### config.mk
export PLATFORM = sky130hd
export DESIGN_NAME = perceptron_sample_loader
export DESIGN_NICKNAME = d
export VERILOG_FILES = /design/src/rtl/perceptron_pkg.sv /design/src/rtl/perceptron_sample_fifo.sv /design/src/rtl/perceptron_sample_loader.sv
export SDC_FILE = /design/constraint.sdc
export NUM_CORES = 1
export LEC_CHECK = 0
export ABC_CLOCK_PERIOD_IN_PS = 3700
export CAP_MARGIN = 10
export CORE_UTILIZATION = 52
export CTS_CLUSTER_DIAMETER = 60
export DETAILED_ROUTE_END_ITERATION = 12
export PLACE_DENSITY = 0.73
export RECOVER_POWER = 50
export SLEW_MARGIN = 10
export SYNTH_ARGS = -nofsm -noshare
export SYNTH_HDL_FRONTEND = slang
export SYNTH_HIERARCHICAL = 1
export SYNTH_SLANG_ARGS = --single-unit
### constraint.sdc
create_clock -name clk -period 3.7 [get_ports clk]
set_input_delay 0.74 -clock clk [delete_from_list [all_inputs] [get_ports clk]]
set_output_delay 0.74 -clock clk [all_outputs]
set_load 0.05 [all_outputs]
### src/rtl/perceptron_pkg.sv
// Shared types for the perceptron sample loader: SOF marker, loader FSM states, sample record.
// PERCEPTRON_LOADER_CHECKSUM_EN adds the trailing-checksum state to the loader enum.
package perceptron_pkg;

  localparam logic [7:0]  SOF_BYTE      = 8'hA5;
  localparam int unsigned SAMPLE_FEAT_W = 4;

  typedef enum logic [2:0] {
    LD_IDLE,
    LD_CNT,
    LD_XB,
    LD_YB
`ifdef PERCEPTRON_LOADER_CHECKSUM_EN
    ,
    LD_CSUM
`endif
  } loader_state_e;

  typedef struct packed {
    logic                     last;
    logic                     y;
    logic [SAMPLE_FEAT_W-1:0] x1;
    logic [SAMPLE_FEAT_W-1:0] x0;
  } sample_t;

  localparam int unsigned SAMPLE_W = $bits(sample_t);

  // X byte carries {x1,x0}; only bit 0 of the Y byte is the label.
  function automatic sample_t make_sample(input logic last, input logic y,
                                          input logic [7:0] xbyte);
    sample_t s;
    s.last = last;
    s.y    = y;
    s.x1   = xbyte[7:4];
    s.x0   = xbyte[3:0];
    return s;
  endfunction

endpackage

### src/rtl/perceptron_sample_fifo.sv
// Show-ahead synchronous FIFO holding parsed samples; head entry is visible whenever not empty.
// Pushes while full and pops while empty are ignored.
module perceptron_sample_fifo #(
  parameter int unsigned WIDTH = 10,
  parameter int unsigned DEPTH = 4
) (
  input  logic             clk,
  input  logic             rst,
  input  logic             push,
  input  logic [WIDTH-1:0] push_data,
  input  logic             pop,
  output logic [WIDTH-1:0] head_data,
  output logic             full,
  output logic             empty
);

  localparam int unsigned AW = $clog2(DEPTH);

  logic [AW-1:0]    wr_q, wr_d;
  logic [AW-1:0]    rd_q, rd_d;
  logic [AW:0]      cnt_q, cnt_d;
  logic [WIDTH-1:0] mem_q [DEPTH];
  logic             do_push;
  logic             do_pop;

  assign full      = (cnt_q == (AW+1)'(DEPTH));
  assign empty     = (cnt_q == '0);
  assign do_push   = push && !full;
  assign do_pop    = pop && !empty;
  assign head_data = mem_q[rd_q];

  always_comb begin
    wr_d  = wr_q;
    rd_d  = rd_q;
    cnt_d = cnt_q;
    if (do_push) begin
      wr_d = wr_q + AW'(1);
    end
    if (do_pop) begin
      rd_d = rd_q + AW'(1);
    end
    case ({do_push, do_pop})
      2'b10:   cnt_d = cnt_q + (AW+1)'(1);
      2'b01:   cnt_d = cnt_q - (AW+1)'(1);
      default: cnt_d = cnt_q;
    endcase
  end

  always_ff @(posedge clk) begin
    if (rst) begin
      wr_q  <= '0;
      rd_q  <= '0;
      cnt_q <= '0;
    end else begin
      wr_q  <= wr_d;
      rd_q  <= rd_d;
      cnt_q <= cnt_d;
    end
  end

  always_ff @(posedge clk) begin
    if (do_push) begin
      mem_q[wr_q] <= push_data;
    end
  end

endmodule

### src/rtl/perceptron_sample_loader.sv
// Parses 0xA5-framed byte streams into (x0,x1,y,last) samples and queues them for the perceptron core.
// Define PERCEPTRON_LOADER_CHECKSUM_EN to require a trailing XOR checksum byte per frame.
module perceptron_sample_loader
  import perceptron_pkg::*;
#(
  parameter int unsigned FEAT_W      = 4,
  parameter int unsigned DEPTH       = 4,
  parameter int unsigned MAX_SAMPLES = 15
) (
  input  logic              clk,
  input  logic              rst,
  input  logic [7:0]        in_byte,
  input  logic              in_valid,
  output logic              in_ready,
  output logic [FEAT_W-1:0] s_x0,
  output logic [FEAT_W-1:0] s_x1,
  output logic              s_y,
  output logic              s_last,
  output logic              s_valid,
  input  logic              s_ready,
  output logic              frame_done,
  output logic              frame_err,
  output logic              busy
);

  localparam logic [7:0] MAX_N = 8'(MAX_SAMPLES);

  loader_state_e state_q, state_d;
  logic [7:0]    rem_q, rem_d;
  logic [7:0]    xbyte_q, xbyte_d;
  logic          done_q, done_d;
  logic          err_q, err_d;
`ifdef PERCEPTRON_LOADER_CHECKSUM_EN
  logic [7:0]    csum_q, csum_d;
`endif

  logic          in_fire;
  logic          push;
  sample_t       push_data;
  logic          pop;
  sample_t       head;
  logic [SAMPLE_W-1:0] head_bits;
  logic          fifo_full;
  logic          fifo_empty;

  perceptron_sample_fifo #(
    .WIDTH (SAMPLE_W),
    .DEPTH (DEPTH)
  ) u_fifo (
    .clk       (clk),
    .rst       (rst),
    .push      (push),
    .push_data (push_data),
    .pop       (pop),
    .head_data (head_bits),
    .full      (fifo_full),
    .empty     (fifo_empty)
  );

  // Stall only while a Y byte would need a slot; a same-cycle pop does not free it early.
  assign in_ready = !((state_q == LD_YB) && fifo_full);
  assign in_fire  = in_valid && in_ready;

  assign head    = sample_t'(head_bits);
  assign s_valid = !fifo_empty;
  assign pop     = s_valid && s_ready;
  assign s_x0    = fifo_empty ? '0 : head.x0;
  assign s_x1    = fifo_empty ? '0 : head.x1;
  assign s_y     = fifo_empty ? 1'b0 : head.y;
  assign s_last  = fifo_empty ? 1'b0 : head.last;

  assign frame_done = done_q;
  assign frame_err  = err_q;
  assign busy       = (state_q != LD_IDLE) || !fifo_empty;

  always_comb begin
    state_d   = state_q;
    rem_d     = rem_q;
    xbyte_d   = xbyte_q;
    done_d    = 1'b0;
    err_d     = 1'b0;
    push      = 1'b0;
    push_data = make_sample(rem_q == 8'd1, in_byte[0], xbyte_q);
`ifdef PERCEPTRON_LOADER_CHECKSUM_EN
    csum_d    = csum_q;
`endif
    if (in_fire) begin
      case (state_q)
        LD_IDLE: begin
          if (in_byte == SOF_BYTE) begin
            state_d = LD_CNT;
          end
        end
        LD_CNT: begin
          if ((in_byte == 8'd0) || (in_byte > MAX_N)) begin
            err_d   = 1'b1;
            state_d = LD_IDLE;
          end else begin
            rem_d   = in_byte;
            state_d = LD_XB;
`ifdef PERCEPTRON_LOADER_CHECKSUM_EN
            csum_d  = in_byte;
`endif
          end
        end
        LD_XB: begin
          xbyte_d = in_byte;
          state_d = LD_YB;
`ifdef PERCEPTRON_LOADER_CHECKSUM_EN
          csum_d  = csum_q ^ in_byte;
`endif
        end
        LD_YB: begin
          if (in_byte[7:1] != 7'd0) begin
            err_d   = 1'b1;
            state_d = LD_IDLE;
          end else begin
            push  = 1'b1;
            rem_d = rem_q - 8'd1;
`ifdef PERCEPTRON_LOADER_CHECKSUM_EN
            csum_d = csum_q ^ in_byte;
`endif
            if (rem_q == 8'd1) begin
`ifdef PERCEPTRON_LOADER_CHECKSUM_EN
              state_d = LD_CSUM;
`else
              done_d  = 1'b1;
              state_d = LD_IDLE;
`endif
            end else begin
              state_d = LD_XB;
            end
          end
        end
`ifdef PERCEPTRON_LOADER_CHECKSUM_EN
        LD_CSUM: begin
          if (in_byte == csum_q) begin
            done_d = 1'b1;
          end else begin
            err_d = 1'b1;
          end
          state_d = LD_IDLE;
        end
`endif
        default: begin
          state_d = LD_IDLE;
        end
      endcase
    end
  end

  always_ff @(posedge clk) begin
    if (rst) begin
      state_q <= LD_IDLE;
      rem_q   <= '0;
      xbyte_q <= '0;
      done_q  <= 1'b0;
      err_q   <= 1'b0;
`ifdef PERCEPTRON_LOADER_CHECKSUM_EN
      csum_q  <= '0;
`endif
    end else begin
      state_q <= state_d;
      rem_q   <= rem_d;
      xbyte_q <= xbyte_d;
      done_q  <= done_d;
      err_q   <= err_d;
`ifdef PERCEPTRON_LOADER_CHECKSUM_EN
      csum_q  <= csum_d;
`endif
    end
  end

endmodule

==> flow_summary_export.csv <==
group,metric,value,unit
final_layout,fin_cells,357,
sta,layout_worst_path_cycle_share,89.2,%
floorplan,row_count,27,
placement,dp_slack,0.193,ns
run,max_cap_violations,0,
final_layout,area_growth,16.9,%
worst_setup_path,slowest_delay,0.60,ns
drt,wl,5.56,mm
drt,vias,1981,
sta,finalMaxSlewViolations,0,
outcome,status,"complete, no violations",
worst_setup_path,crit_fanout,4,
logic_synthesis,postSynthAreaPerCell,12.6,µm²
clock_network,cts_buffers,9,
global_route,grt_start_max_net_pins,29,
clock_network,h-tree-depth,3,
floorplan,chipWidth,79.0,µm
global_route,met3_usage,3.10,%
sta,rsz0062_at_grt,"no",
logic_synthesis,syn_area,3090,µm²
final_layout,final_cell_mix,"edfxtp_1, dfxtp_1, nor2_1, clkdlybuf4s50_1, inv_1",
final_layout,antenna_cells,0,
global_route,grtUsageMet1,25.9,%
clock_network,cts_resized,0,
drt,drt_iter0_drc,71,
placement,placed_cell_area,3430,µm²
placement,io_buffers,26,
power,powerDensity,393,nW/µm²
global_route,grt_busiest_layer,"met2",
global_route,track_usage,19.8,%
min_path,holdPathStages,2,
clock_network,cts_buffer_depth,2,
clock_network,hold_buffers,0,
drt,final_antenna_net_count,0,
logic_synthesis,synth_compound_area_share,8.72,%
sta,period_minus_slack,3.30,ns
global_route,grt_pass1_vias,1924,
worst_setup_path,critPathSlowestCell,"or4_1",
logic_synthesis,netlist_instances,245,
logic_synthesis,synth_top_family_by_area,"simple AND/OR/NAND/NOR gates",
worst_setup_path,crit_required,3.97,ns
floorplan,ioPinCount,27,
clock_network,cts_tree,"yes",
final_layout,multiInputGateArea,1160,µm²
final_layout,final_common_cell,"edfxtp_1",
global_route,grt.met2_usage,31.9,%
power,leakage,1.27,nW
drt,route.detailed.drc,0,
logic_synthesis,synth_warnings,6,
logic_synthesis,muxShareOfSynthArea,10.5,%
sta,hold_viol_final,0,
final_layout,fill_cells,458,
sta,setup_viol,0,
placement,place_inst,341,
logic_synthesis,synth_edf_count,40,
floorplan,die_area,6250,µm²
logic_synthesis,synth_seq_cells,69,
logic_synthesis,synth_adder_area_share,3.49,%
logic_synthesis,async_flop_share,0,%
clock_network,insertion_delay,0.34,ns
final_layout,drive_gt1_share,13.3,%
sta,setup_tns,0,ns
drt,wl_per_cell,15.6,µm
clock_network,cts_root_buffer,"clkbuf_8",
placement,gp_congestion,0.882,
clock_network,path_clk_slew,0.07,ns
logic_synthesis,synth_fp_nets,265,
final_layout,ff_latch_area,1780,µm²
floorplan,start_util,55.0,%
worst_setup_path,crit_top_cell,"inv_1",
logic_synthesis,seq_area_frac_synth,57.7,%
final_layout,final_cell_area,3610,µm²
logic_synthesis,ys_types,48,
sta,slew_headroom,56.1,%
power,ir_worst_vdd,0.265,mV
worst_setup_path,critPathLaunchType,"primary input",
placement,hpwl,3.81,mm
worst_setup_path,crit_path_end_kind,"flip-flop",
drt,firstDrtPassIters,4,
logic_synthesis,ys.flop_type,"edfxtp_1",
sta,fin_skew,0.00750,ns
clock_network,cts_num_sinks,69,
global_route,grt.overflow.total,0,
min_path,hold_class,"reg2reg",
floorplan,coreArea,5610,µm²
sta,max_freq,0.303,GHz
logic_synthesis,synthXorXnorAreaFrac,0.851,%
worst_setup_path,path_class,"in2reg",
worst_setup_path,crit_chain,"dlygate4sd3_1, or4_1, nor3_1, and3b_1, inv_1, nor2_1, inv_1, ha_1, inv_1, fa_1, xor2_1, or3_1, a21oi_1",
sta,worstMarginPinSlew,0.652,ns
drt,vias_per_cell,5.55,
logic_synthesis,yosys.area_share.simple,14.2,%
worst_setup_path,rr_worst_depth,12,
global_route,grt_antenna_before_repair,0,
worst_setup_path,crit_arrival,3.57,ns
global_route,grt_pass1_wl,9.11,mm
floorplan,die_height,79.0,µm
sta,fin_ws,0.400,ns
clock_network,post-cts-setup-buffer-count,0,
final_layout,nets,300,
cell families after synthesis:
logic type,Yosys count
AND/OR/NAND/NOR,80
flip-flops,69
AO/OA/AOI/OAI,38
buffers and inverters,27
multiplexers,20
adder cells (fa/ha/maj),8
XOR/XNOR,3
registers in the layout, indices dropped and copies added, names as in the netlist, named ones only:
name / cells
u_fifo/wr_q: 2
frame_done: 1
u_fifo/cnt_q: 3
frame_err: 1
u_fifo/rd_q: 2
xbyte_q: 8
rem_q: 8
u_fifo/mem_q: 40
state_q: 2
worst paths after layout:
check                           startpoint              end  slack [ns]
worst min-delay path              rem_q[7]         rem_q[7]        0.51
worst min register to register    rem_q[7]         rem_q[7]        0.51
worst max register to register  state_q[1]  u_fifo/cnt_q[2]        1.03
worst max-delay path            in_byte[6]  u_fifo/cnt_q[2]        0.40
synth_stat cells (2+ instances only):
library cell	count	area share [%]
o31ai_1	6	1.5
mux2i_1	10	3.2
o311ai_0	6	1.7
dfxtp_1	29	19
inv_1	15	1.8
nor2b_1	12	2.4
a21oi_1	10	1.6
o21ai_0	6	0.97
and3_1	2	0.41
mux4_2	10	7.3
ha_1	7	2.8
buf_6	2	0.73
and2_1	5	1.0
clkbuf_1	3	0.36
nor4_1	3	0.61
or3_1	5	1.0
xor2_1	3	0.85
edfxtp_1	40	39
nor3_1	4	0.65
nand2b_1	2	0.41
a22oi_1	2	0.49
nand2_1	7	0.85
nor2_1	24	2.9
nor3b_1	3	0.73
nand3_1	5	0.81
buf_4	2	0.49
power by group:
group	leakage (nW)	total [mW]	switching [mW]	internal (mW)
combinational	0.577	0.0329	0.0178	0.0151
sequential	0.593	0.803	0.0000382	0.803
clock	0.100	0.581	0.274	0.307
metrics by stage:
step                hold slack (ns)  utilization [%]  power (mW)
floorplan                     0.459                -       0.832
global placement              0.474             61.2       0.854
detailed placement            0.498             61.2       0.854
CTS                           0.509             64.5        1.43
global route                  0.528             64.3        1.47
finish                        0.510             64.3        1.42
per-layer routing:
metal  part of all wire (%)  wire length (µm)  up-vias
met3                    4.1               229        6
met1                     46              2560      952
met2                     49              2700       47
met5                      0                 0        -
li1                       -                 -      976
met4                    1.1                60        0
critical path, delay by kind of cell:
kind / cells / cell delay (ns)
AO/OA/AOI/OAI: 1 / 0.15
XOR/XNOR: 1 / 0.07
buffers and inverters: 4 / 0.78
adder cells (fa/ha/maj): 2 / 0.39
AND/OR/NAND/NOR: 5 / 1.44
cell type report:
class | count | area share (%)
timing repair buffer | 36 | 9.19
clock inverter | 7 | 1.84
inverter | 15 | 1.56
sequential | 69 | 49.4
clock buffer | 9 | 3.43
multi-input combinational | 149 | 32.1
tap | 72 | 2.50
Power figures use the tool's default switching activity.
==> edit (config.mk and constraints unchanged) <==
Register the output `frame_err` once more; this adds one clock of latency there. The other outputs are not delayed to match.
--- a/src/rtl/perceptron_sample_loader.sv
+++ b/src/rtl/perceptron_sample_loader.sv
@@ -71,5 +71,7 @@
 
   assign frame_done = done_q;
-  assign frame_err  = err_q;
+  always_ff @(posedge clk) begin
+    frame_err <= err_q;
+  end
   assign busy       = (state_q != LD_IDLE) || !fifo_empty;
 
Formal check against the unedited RTL: not equivalent (a bounded check fails within 4 cycles, from zero or initial values and one cycle with rst high).
==> edit against the original RTL <==
Core utilization up 0.10 points. Synthesized cell count up 0.41%. Critical path type unchanged. Highest routed layer unchanged. Largest cell class unchanged. Wire length down 0.11%. Setup slack worse by 61 ps. Non-clock buffer count unchanged. Sequential share of layout area up 0.18 points. First-iteration DRC count up 17%. Worst hold slack worse by 180 ps. Count of clock-buffer cells in the layout up 3. Total power up 2.8%. Synthesized area up 0.65%. Sequential cell count up 1. Clock power up 5.2%. Cell area up 0.76%.
==> edit: results (changes against the original RTL) <==
===================================================================
Run status                                             finished, final reports clean   unchanged
Number of DRC markers in iteration 0                             83   was 71
RD Place Congestion                                          0.8066   was 0.8816
Final Skew                                                 8.834 ps   was 7.497 ps
Final non-clock buffer share                                 8.916%   was 9.192%
Dominant cells by area after synthesis                 sky130_fd_sc_hd__edfxtp_1 39%, sky130_fd_sc_hd__dfxtp_1 19%, sky130_fd_sc_hd__mux4_2 7.2%, sky130_fd_sc_hd__mux2i_1 3.2%, sky130_fd_sc_hd__nor2_1 2.9%   was sky130_fd_sc_hd__edfxtp_1 39%, sky130_fd_sc_hd__dfxtp_1 19%, sky130_fd_sc_hd__mux4_2 7.3%, sky130_fd_sc_hd__mux2i_1 3.2%, sky130_fd_sc_hd__nor2_1 2.9%
Peak ir drop on the vdd network                         0.0002183 V   was 0.0002651 V
Clock buffers and inverters, area share                      5.542%   was 5.272%
Floorplan die area                                        6288 um^2   was 6248 um^2
Post-synthesis net count                                        266   was 265
Pin count of the biggest net entering global routing             23   was 29
Cell internal pwr                                          1.173 mW   was 1.125 mW
Vias                                                           1992   was 1981
Fin nets                                                        301   was 300
Worst hold slack after final layout                        329.4 ps   was 509.8 ps
Total Routing Usage GR                                       20.06%   was 19.81%
Global-route wire length before repair                     9.397 mm   was 9.108 mm
Fillers                                                         448   was 458
Multi-input combinational area share                         31.94%   was 32.08%
Per-instance average area after synthesis                12.63 um^2   was 12.60 um^2
Standby leakage power                                      1.273 nW   was 1.271 nW
Via count of the first global-routing pass                     1909   was 1924
Data arrival time of the worst path                         3630 ps   was 3570 ps
Fmax achieved                                             297.5 MHz   was 303.0 MHz
Synthesized flop and latch total                                 70   was 69
Area after detailed placement                             3450 um^2   was 3430 um^2
Post-detailed-placement half-perimeter wirelength          3.963 mm   was 3.810 mm
Number of clock buffers in the layout                            12   was 9
Power density cells                                    400.6 nW/um^2   was 392.8 nW/um^2
Number of vias per cell                                       5.564   was 5.549
Slew at the pin with the worst max-slew slack              755.3 ps   was 652.3 ps
===================================================================
[edit: cell types whose count changed after synthesis]
cell,unedited run,this run
sky130_fd_sc_hd__dfxtp_1,29,30
[edit: layer usage]
metal,GRT usage (%),share of wire (%)
met5,0,0
met4,8.909,1.1
met2,33.10,51
met1,25.99,46
met3,3.333,2.7
[edit: critical path: stages]
cell and delay (ps):
sky130_fd_sc_hd__dlygate4sd3_1 600, sky130_fd_sc_hd__or4_4 560, sky130_fd_sc_hd__nor3_1 230, sky130_fd_sc_hd__and3b_1 230
sky130_fd_sc_hd__inv_1 60, sky130_fd_sc_hd__nor2_1 150, sky130_fd_sc_hd__inv_1 60, sky130_fd_sc_hd__ha_1 210
sky130_fd_sc_hd__inv_1 80, sky130_fd_sc_hd__fa_1 180, sky130_fd_sc_hd__xor2_1 70, sky130_fd_sc_hd__or3_1 300
sky130_fd_sc_hd__a21oi_1 140
